==> src/rtl/uart_arb_pkg.sv <==
// Shared types and defaults for the UART transmit arbiter.
package uart_arb_pkg;

  typedef enum logic [1:0] {
    ST_IDLE      = 2'd0,
    ST_SEND      = 2'd1,
    ST_WAIT_BUSY = 2'd2,
    ST_WAIT_DONE = 2'd3
  } arb_state_e;

  localparam int          DEF_NREQ     = 4;
  localparam int          DEF_MAX_PKT  = 16;
  localparam int          DEF_HOLD_TO  = 64;
  localparam logic [15:0] DEF_BAUD_DIV = 16'd434;

  // Next requester index after v, wrapping at n.
  function automatic logic [2:0] wrap_inc(input logic [2:0] v, input int n);
    if (int'(v) >= n - 1) return 3'd0;
    return v + 3'd1;
  endfunction

endpackage

==> src/rtl/rr_pick.sv <==
// Combinational round-robin picker: first set request at or after rr_ptr, wrapping.
module rr_pick
  import uart_arb_pkg::*;
#(
  parameter int NREQ = DEF_NREQ
) (
  input  logic [NREQ-1:0] req,
  input  logic [2:0]      rr_ptr,
  output logic            found,
  output logic [2:0]      index
);

  logic [7:0]      req_ext;
  logic [2:0]      cand [NREQ];
  logic [NREQ-1:0] hit;

  always_comb begin
    req_ext             = '0;
    req_ext[NREQ-1:0]   = req;
  end

  // cand[k] is the k-th index visited starting from rr_ptr.
  for (genvar gi = 0; gi < NREQ; gi++) begin : g_cand
    logic [3:0] sum;
    assign sum       = {1'b0, rr_ptr} + 4'(gi);
    assign cand[gi]  = (sum >= 4'(NREQ)) ? 3'(sum - 4'(NREQ)) : sum[2:0];
    assign hit[gi]   = req_ext[cand[gi]];
  end

  always_comb begin
    found = 1'b0;
    index = 3'd0;
    for (int k = NREQ - 1; k >= 0; k--) begin
      if (hit[k]) begin
        found = 1'b1;
        index = cand[k];
      end
    end
  end

endmodule

==> src/rtl/uart_tx_arbiter.sv <==
// Round-robin arbiter granting one requester at a time a packet-locked path to a UART.
module uart_tx_arbiter
  import uart_arb_pkg::*;
#(
  parameter int          NREQ     = DEF_NREQ,
  parameter logic [15:0] BAUD_DIV = DEF_BAUD_DIV,
  parameter int          MAX_PKT  = DEF_MAX_PKT,
  parameter int          HOLD_TO  = DEF_HOLD_TO
) (
  input  logic              clk,
  input  logic              resetn,
  input  logic [NREQ-1:0]   req_valid,
  input  logic [8*NREQ-1:0] req_data,
  input  logic [NREQ-1:0]   req_last,
  output logic [NREQ-1:0]   req_ready,
  output logic              grant_valid,
  output logic [2:0]        grant_id,
  output logic              pkt_abort,
  output logic [7:0]        uart_tx_reg,
  output logic              uart_tx_on,
  input  logic              uart_tx_busy,
  output logic [7:0]        uart_baud_regl,
  output logic [7:0]        uart_baud_regh
);

  localparam int BCW = $clog2(MAX_PKT + 1);
  localparam int HCW = $clog2(HOLD_TO + 1);

  arb_state_e     state_q, state_d;
  logic           grant_valid_q, grant_valid_d;
  logic [2:0]     grant_id_q, grant_id_d;
  logic [2:0]     rr_ptr_q, rr_ptr_d;
  logic [BCW-1:0] byte_cnt_q, byte_cnt_d;
  logic [HCW-1:0] hold_cnt_q, hold_cnt_d;
  logic           last_q, last_d;
  logic [7:0]     tx_reg_q, tx_reg_d;
  logic           tx_on_q, tx_on_d;
  logic           abort_q, abort_d;

  logic [7:0]  valid_ext;
  logic [7:0]  last_ext;
  logic [63:0] data_ext;
  logic        cur_valid;
  logic        cur_last;
  logic [7:0]  cur_data;
  logic        pick_found;
  logic [2:0]  pick_idx;
  logic        release_now;

  always_comb begin
    valid_ext                 = '0;
    last_ext                  = '0;
    data_ext                  = '0;
    valid_ext[NREQ-1:0]       = req_valid;
    last_ext[NREQ-1:0]        = req_last;
    data_ext[8*NREQ-1:0]      = req_data;
  end

  assign cur_valid = valid_ext[grant_id_q];
  assign cur_last  = last_ext[grant_id_q];
  assign cur_data  = data_ext[{grant_id_q, 3'b000} +: 8];

  rr_pick #(
    .NREQ (NREQ)
  ) u_pick (
    .req    (req_valid),
    .rr_ptr (rr_ptr_q),
    .found  (pick_found),
    .index  (pick_idx)
  );

  always_comb begin
    state_d       = state_q;
    grant_valid_d = grant_valid_q;
    grant_id_d    = grant_id_q;
    rr_ptr_d      = rr_ptr_q;
    byte_cnt_d    = byte_cnt_q;
    hold_cnt_d    = hold_cnt_q;
    last_d        = last_q;
    tx_reg_d      = tx_reg_q;
    tx_on_d       = 1'b0;
    abort_d       = 1'b0;
    release_now   = 1'b0;

    case (state_q)
      ST_IDLE: begin
        if (pick_found) begin
          grant_valid_d = 1'b1;
          grant_id_d    = pick_idx;
          byte_cnt_d    = '0;
          hold_cnt_d    = '0;
          state_d       = ST_SEND;
        end
      end
      ST_SEND: begin
        if (cur_valid) begin
          tx_reg_d   = cur_data;
          last_d     = cur_last;
          tx_on_d    = 1'b1;
          hold_cnt_d = '0;
          if (byte_cnt_q != BCW'(MAX_PKT)) byte_cnt_d = byte_cnt_q + BCW'(1);
          state_d    = ST_WAIT_BUSY;
        end else if (hold_cnt_q >= HCW'(HOLD_TO - 1)) begin
          // This idle cycle brings the hold count to HOLD_TO: give up the packet.
          hold_cnt_d  = HCW'(HOLD_TO);
          abort_d     = 1'b1;
          release_now = 1'b1;
        end else begin
          hold_cnt_d = hold_cnt_q + HCW'(1);
        end
      end
      ST_WAIT_BUSY: begin
        if (uart_tx_busy) state_d = ST_WAIT_DONE;
      end
      ST_WAIT_DONE: begin
        if (!uart_tx_busy) begin
          if (last_q || (byte_cnt_q == BCW'(MAX_PKT))) release_now = 1'b1;
          else                                          state_d     = ST_SEND;
        end
      end
      default: state_d = ST_IDLE;
    endcase

    // Releasing always passes through IDLE, so a new grant waits one cycle.
    if (release_now) begin
      state_d       = ST_IDLE;
      grant_valid_d = 1'b0;
      rr_ptr_d      = wrap_inc(grant_id_q, NREQ);
    end
  end

  always_ff @(posedge clk or negedge resetn) begin
    if (!resetn) begin
      state_q       <= ST_IDLE;
      grant_valid_q <= 1'b0;
      grant_id_q    <= 3'd0;
      rr_ptr_q      <= 3'd0;
      byte_cnt_q    <= '0;
      hold_cnt_q    <= '0;
      last_q        <= 1'b0;
      tx_reg_q      <= 8'h00;
      tx_on_q       <= 1'b0;
      abort_q       <= 1'b0;
    end else begin
      state_q       <= state_d;
      grant_valid_q <= grant_valid_d;
      grant_id_q    <= grant_id_d;
      rr_ptr_q      <= rr_ptr_d;
      byte_cnt_q    <= byte_cnt_d;
      hold_cnt_q    <= hold_cnt_d;
      last_q        <= last_d;
      tx_reg_q      <= tx_reg_d;
      tx_on_q       <= tx_on_d;
      abort_q       <= abort_d;
    end
  end

  for (genvar gi = 0; gi < NREQ; gi++) begin : g_ready
    assign req_ready[gi] = (state_q == ST_SEND) && (grant_id_q == 3'(gi));
  end

  assign grant_valid    = grant_valid_q;
  assign grant_id       = grant_id_q;
  assign pkt_abort      = abort_q;
  assign uart_tx_reg    = tx_reg_q;
  assign uart_tx_on     = tx_on_q;
  assign uart_baud_regl = BAUD_DIV[7:0];
  assign uart_baud_regh = BAUD_DIV[15:8];

endmodule

==> config.mk <==
export PLATFORM = sky130hd
export DESIGN_NAME = uart_tx_arbiter
export DESIGN_NICKNAME = d
export VERILOG_FILES = /design/src/rtl/uart_arb_pkg.sv /design/src/rtl/rr_pick.sv /design/src/rtl/uart_tx_arbiter.sv
export SDC_FILE = /design/constraint.sdc
export NUM_CORES = 1
export LEC_CHECK = 0
export BUFFER_PORTS_ARGS = -buffer_cell sky130_fd_sc_hd__buf_2
export CAP_MARGIN = 40
export CORE_ASPECT_RATIO = 0.7
export CORE_MARGIN = 5
export CORE_UTILIZATION = 45
export CTS_CLUSTER_SIZE = 14
export DETAILED_ROUTE_END_ITERATION = 16
export PLACE_DENSITY = 0.72
export SETUP_SLACK_MARGIN = 0.02
export SYNTH_ARGS = -nofsm -noshare
export SYNTH_HDL_FRONTEND = slang
export SYNTH_SLANG_ARGS = --single-unit
==> constraint.sdc <==
create_clock -name clk -period 5.5 [get_ports clk]
set_input_delay 0.55 -clock clk [delete_from_list [all_inputs] [get_ports clk]]
set_output_delay 0.55 -clock clk [all_outputs]
set_load 0.05 [all_outputs]
==> results of run 1 <==
-- report_power, final --
group	total, mW	switching (mW)	internal [mW]
Combinational	0.951	0.580	0.371
Clock	0.227	0.0929	0.134
Sequential	0.441	0.122	0.320
Total	1.62	0.794	0.825
-- area by class of cell --
type	count	area (um2)
sequential	32	801
clock inverter	2	35.0
inverter	15	56.3
clock buffer	6	72.6
tap	72	90.1
timing repair buffer	60	300
multi-input combinational	179	1450
fill	469	2450
-- cells in the mapped netlist (2+ instances only) --
cell / count / area (um2)
a21oi_1: 8 / 40.0
a221o_1: 2 / 20.0
a31oi_1: 2 / 12.5
and2_1: 6 / 37.5
and3_1: 3 / 18.8
buf_4: 16 / 120
buf_6: 2 / 22.5
clkbuf_1: 9 / 33.8
conb_1: 2 / 7.51
dfrtp_1: 32 / 801
ha_1: 14 / 175
inv_1: 15 / 56.3
mux2_2: 14 / 158
mux2i_1: 8 / 80.1
mux4_2: 10 / 225
nand2_1: 25 / 93.8
nand2b_1: 6 / 37.5
nand3_1: 9 / 45.0
nand3b_1: 2 / 15.0
nand4_1: 2 / 12.5
nor2_1: 5 / 18.8
nor2b_1: 4 / 25.0
o21a_1: 2 / 15.0
o21ai_0: 9 / 45.0
o2bb2ai_1: 2 / 17.5
o311ai_0: 2 / 17.5
or2_2: 3 / 18.8
-- routing by layer --
metal | track usage (%) | vias to the layer above | wire, um
met2 | 23.7 | 92 | 2350
met4 | 5.07 | 0 | 54
met3 | 6.03 | 6 | 546
met1 | 23.5 | 949 | 2670
li1 | - | 949 | -
met5 | 0 | - | 0
-- worst max-delay path by stage --
stage / startpoint / endpoint / slack (ns) / depth (start not counted)
detailed placement: rr_ptr_q[0]$_DFFE_PN0P_ / byte_cnt_q[3]$_DFFE_PN0P_ / 2.33 / 7
floorplan: rr_ptr_q[0]$_DFFE_PN0P_ / grant_id[0]$_DFFE_PN0P_ / 2.45 / 9
finish: rr_ptr_q[0]$_DFFE_PN0P_ / byte_cnt_q[2]$_DFFE_PN0P_ / 2.28 / 7
global placement: rr_ptr_q[0]$_DFFE_PN0P_ / byte_cnt_q[2]$_DFFE_PN0P_ / 2.46 / 7
global route: rr_ptr_q[0]$_DFFE_PN0P_ / byte_cnt_q[3]$_DFFE_PN0P_ / 2.03 / 7
CTS: rr_ptr_q[0]$_DFFE_PN0P_ / byte_cnt_q[2]$_DFFE_PN0P_ / 2.31 / 7
-- stage by stage --
| step | total power [mW] | std cells |
|---|---|---|
| finish | 1.62 | 366 |
| global placement | 1.38 | 358 |
| detailed placement | 1.40 | 358 |
| floorplan | 1.22 | 255 |
| CTS | 1.63 | 366 |
| global route | 1.75 | 366 |
-- critical path, delay by kind of cell, from the launching register on --
kind                       cells  cell delay, ns
and+or+nand+nor                1            0.16
adders and majority gates      1            0.50
AOI/OAI and AO/OA              2            0.87
muxes                          2            0.78
DFF                            1            0.65
buffers and inverters          1            0.16
-- cell families (layout without fill, tap and decap cells) --
group,count (synthesis),after routing,synth area share (%)
AO/OA/AOI/OAI,47,47,15.0
AND/OR/NAND/NOR,69,69,14.7
multiplexers,33,33,20.1
flip-flops,32,32,32.8
buffers and inverters,44,83,9.90
adder cells (fa/ha/maj),14,14,7.18
other,2,16,0.308
==> flow_summary_export.csv, run 1 <==
group,metric,value,unit
place,finalWeightedCongestion,0.927,
clock_tree,insertion_delay,0.30,ns
worst_setup_path,required,5.71,ns
global_routing,grt_pass1_vias,1867,
global_routing,grtUsageTotal,16.6,%
power,pwr_density_cell,577,mW/mm2
global_routing,grt_overflow,0,
cells_and_area,syn_to_final_growth,15.0,%
worst_setup_path,path_cells,"inv_1 -> ha_1 -> mux4_2 -> a221o_1 -> o31a_1 -> nand3_1 -> mux2i_1",
die,die_w,98.0,um
clock_tree,cts.htree.levels,2,
drt,wl,5.63,mm
cells_and_area,drive_above_1_share,34.0,%
yosys,async_flop_share,100,%
power,ir_worst_vdd,243,uV
sta,max_freq,0.311,GHz
place,port_buffers,60,
yosys,syn_area,0.00244,mm2
sta,fin_ws,2.28,ns
die,dieHeight,71.6,um
worst_setup_path,worstPathMaxFanout,16,
cells_and_area,diodes,0,
clock_tree,post-cts-setup-buffer-count,0,
drt,drc_errors,0,
yosys,synth_cell_types,54,
yosys,syn_avg_cell_area,10.1,um2
worst_setup_path,r2r-start,"rr_ptr_q[0]$_DFFE_PN0P_",
cells_and_area,final_util,53.3,%
clock_tree,root_buffer,"clkbuf_8",
sta,setup_viol,0,
drt,drtIter0Drc,78,
clock_tree,cts_buffers,5,
sta,final_hold_viol_count,0,
worst_setup_path,r2r_cells,7,
place,dp_hpwl,4.26,mm
drt,antenna_left,0,
worst_setup_path,slowest_delay,0.65,ns
yosys,synth_edf_count,0,
global_routing,grt_max_degree,33,
place,place_ws,2.33,ns
cells_and_area,final_cell_area,0.00280,mm2
cells_and_area,largest_reg_flops,8,
sta,max_slew_margin,44.8,%
worst_setup_path,slowest_stage,"dfrtp_1",
die,rows,22,
worst_setup_path,timing.critical_path.from_type,"flop",
sta,setup_tns,0,ns
clock_tree,clk_pin_slew,0.07,ns
worst_setup_path,reg2reg_to,"byte_cnt_q[2]$_DFFE_PN0P_",
run,drv_cap,0,
die,initial_utilization,46.4,%
clock_tree,hold_buffers,0,
clock_tree,ctsResizeCount,0,
drt,vias_per_cell,5.45,
drt,drt-wirelength-per-cell,15.4,um
yosys,synthCells,241,
yosys,yosys_register_bits,32,
cells_and_area,final_net_count,350,
drt,vias,1996,
drt,drt_first_pass_iters,4,
yosys,seq_area_frac_synth,32.8,%
yosys,yosys_warnings,0,
cells_and_area,mostFrequentLayoutCells,"buf_2 (60), dfrtp_1 (32), nand2_1 (25), conb_1 (16), inv_1 (15)",
clock_tree,cts_tree,"yes",
sta,whs,0.302,ns
cells_and_area,layout_commonest_cell,"buf_2",
die,io_pins,77,
sta,period_minus_slack,3.22,ns
yosys,synth_ff_type,"dfrtp_1",
worst_setup_path,path_class,"reg -> reg",
die,core_area,0.00526,mm2
run_status,status,"finished, final reports clean",
sta,drv_slew,0,
clock_tree,cts_sinks,32,
worst_setup_path,r2r_slack,2.28,ns
sta,worstMarginPinSlew,0.828,ns
sta,min_period_over_period,58.5,%
worst_setup_path,worst_setup_path_end_kind,"flop",
sta,rsz0062_at_grt,"no",
die,dieArea,0.00701,mm2
place,post_dp_cell_area,0.00270,mm2
clock_tree,cts_max_path_buffers,2,
worst_setup_path,crit_arrival,3.43,ns
power,leakage,1.37,nW
sta,fin_skew,0.00628,ns
global_routing,antenna_found_initial,0,
global_routing,grt_pass1_wl,9.38,mm
worst_hold_path,min_path_type,"in -> async",
No activity file was read; power rests on OpenSTA's default activity.
==> inputs of run 2 (changes only) <==
- clock period: 5.5 -> 3.2 ns (I/O delays scaled with it)
==> flow_summary_export.csv, run 2 (synthesis gave the netlist of run 1 again) <==
group,metric,value,unit
worst_setup_path,worstPathMaxFanout,11,
sta,max_slew_margin,52.7,%
worst_setup_path,crit_arrival,3.18,ns
cells_and_area,syn_to_final_growth,16.6,%
global_routing,grt_pass1_wl,9.34,mm
sta,min_period_over_period,92.8,%
die,rows,22,
cells_and_area,drive_above_1_share,35.5,%
worst_setup_path,crit_buf_inv,1,
cells_and_area,final_net_count,355,
clock_tree,insertion_delay,0.28,ns
cells_and_area,largest_reg_flops,8,
clock_tree,cts_max_path_buffers,2,
die,dieHeight,71.6,um
die,dieArea,0.00701,mm2
worst_setup_path,slowest_stage,"mux4_2",
power,comb_power_share,62.2,%
global_routing,grt_max_degree,33,
drt,drtIter0Drc,81,
sta,period_minus_slack,2.97,ns
die,core_area,0.00526,mm2
worst_setup_path,timing.critical_path.from_type,"flop",
power,pwr_density_cell,996,mW/mm2
clock_tree,cts.htree.levels,2,
drt,wl,5.63,mm
sta,max_freq,0.337,GHz
clock_tree,hold_buffers,0,
sta,drv_slew,0,
cells_and_area,mostFrequentLayoutCells,"buf_2 (60), dfrtp_1 (32), nand2_1 (25), conb_1 (16), inv_1 (15)",
drt,drc_errors,0,
global_routing,grt_overflow,0,
clock_tree,cts_tree,"yes",
run,drv_cap,0,
drt,antenna_left,0,
power,power_frac_clock,13.6,%
place,port_buffers,60,
cells_and_area,diodes,0,
global_routing,grtUsageTotal,16.3,%
power,p_total,2.83,mW
sta,setup_tns,0,ns
power,leakage,1.39,nW
place,finalWeightedCongestion,0.959,
sta,fin_skew,0.00492,ns
worst_setup_path,slowest_delay,0.58,ns
run_status,status,"finished, final reports clean",
worst_setup_path,path_cells,"inv_1 -> ha_2 -> mux4_2 -> a221o_1 -> o31a_1 -> nand3_1 -> mux2i_1",
power,seqPwrFrac,24.2,%
cells_and_area,layout_commonest_cell,"buf_2",
sta,rsz0062_at_grt,"no",
power,internal_power,1.46,mW
die,initial_utilization,46.4,%
clock_tree,cts_sinks,32,
clock_tree,post-cts-setup-buffer-count,0,
clock_tree,clk_pin_slew,0.07,ns
clock_tree,root_buffer,"clkbuf_8",
global_routing,grt_pass1_vias,1821,
drt,vias,2021,
sta,final_hold_viol_count,0,
drt,drt-wirelength-per-cell,15.2,um
worst_setup_path,worst_setup_path_end_kind,"flop",
clock_tree,cts_buffers,5,
drt,vias_per_cell,5.45,
drt,drt_first_pass_iters,6,
power,ir_worst_vdd,356,uV
global_routing,antenna_found_initial,0,
sta,worstMarginPinSlew,0.709,ns
power,sw_frac_of_total,48.4,%
sta,setup_viol,0,
worst_setup_path,cpLargestDelayFamily,"compound AO/OA/AOI/OAI gates",
worst_hold_path,min_path_type,"in -> async",
place,dp_hpwl,4.34,mm
die,io_pins,77,
die,die_w,98.0,um
worst_setup_path,required,3.41,ns
power,p_sw,1.37,mW
worst_setup_path,path_class,"reg -> reg",
[run 2: cell types whose count changed in the layout (fill, tap and decap cells not counted)]
cell / change
buf_4: +5
ha_1: -1
ha_2: +1
[run 2: power by group through the flow]
stage | registers [mW] | logic [mW] | clock network [mW]
CTS | 0.684 | 1.76 | 0.394
global placement | 0.688 | 1.72 | 0
detailed placement | 0.690 | 1.76 | 0
floorplan | 0.913 | 1.18 | 0
global route | 0.709 | 1.93 | 0.417
finish | 0.685 | 1.76 | 0.386
[run 2: what timing repair did]
action	in CTS	in global routing
endpoints found under the hold margin	0	0
endpoints found under the setup margin	0	4
resized for setup	0	1
[run 2: worst paths after layout]
kind | cells past startpoint | slack (ns) | startpoint | end
setup / recovery | 7 | 0.23 | rr_ptr_q[1]$_DFFE_PN0P_ | byte_cnt_q[2]$_DFFE_PN0P_
hold / removal | 1 | 0.09 | resetn | last_q$_DFFE_PN0P_
setup reg to reg | 7 | 0.23 | rr_ptr_q[1]$_DFFE_PN0P_ | byte_cnt_q[2]$_DFFE_PN0P_
hold reg to reg | 2 | 0.48 | hold_cnt_q[6]$_DFFE_PN0P_ | hold_cnt_q[6]$_DFFE_PN0P_
max in group asynchronous | 1 | 2.66 | resetn | byte_cnt_q[0]$_DFFE_PN0P_
min in group clk | 2 | 0.48 | hold_cnt_q[6]$_DFFE_PN0P_ | hold_cnt_q[6]$_DFFE_PN0P_
[run 2: metrics by stage]
stage          cell area, um2  cells  util [%]  hold slack, ns  setup WS, ns
2_1_floorplan            2490    255         -          0.0244         0.154
3_3_place_gp             2730    363      52.0           0.405         0.317
3_5_place_dp             2730    363      52.0           0.417         0.227
4_1_cts                  2840    371      54.0           0.108         0.207
5_1_grt                  2840    371      54.1           0.152        0.0570
6_report                 2840    371      54.1          0.0870         0.230
[run 2: worst register-to-register path: stages (launching register included)]
cell,delay [ns]
dfrtp_1,0.48
inv_1,0.16
ha_2,0.46
mux4_2,0.58
a221o_1,0.45
o31a_1,0.41
nand3_1,0.16
mux2i_1,0.19
[run 2: cell type report]
class / count / area, um2
Fill cell: 474 / 2410
Multi-Input combinational cell: 179 / 1450
Sequential cell: 32 / 801
Timing Repair Buffer: 65 / 338
Tap cell: 72 / 90.1
Clock buffer: 6 / 72.6
Inverter: 15 / 56.3
Clock inverter: 2 / 35.0
[run 2: routing by layer]
layer | GRT usage, % | vias up | wire length (um)
li1 | - | 955 | -
met1 | 24.1 | 974 | 2660
met2 | 23.5 | 90 | 2390
met3 | 5.45 | 2 | 553
met4 | 2.30 | 0 | 12
met5 | 0 | - | 0
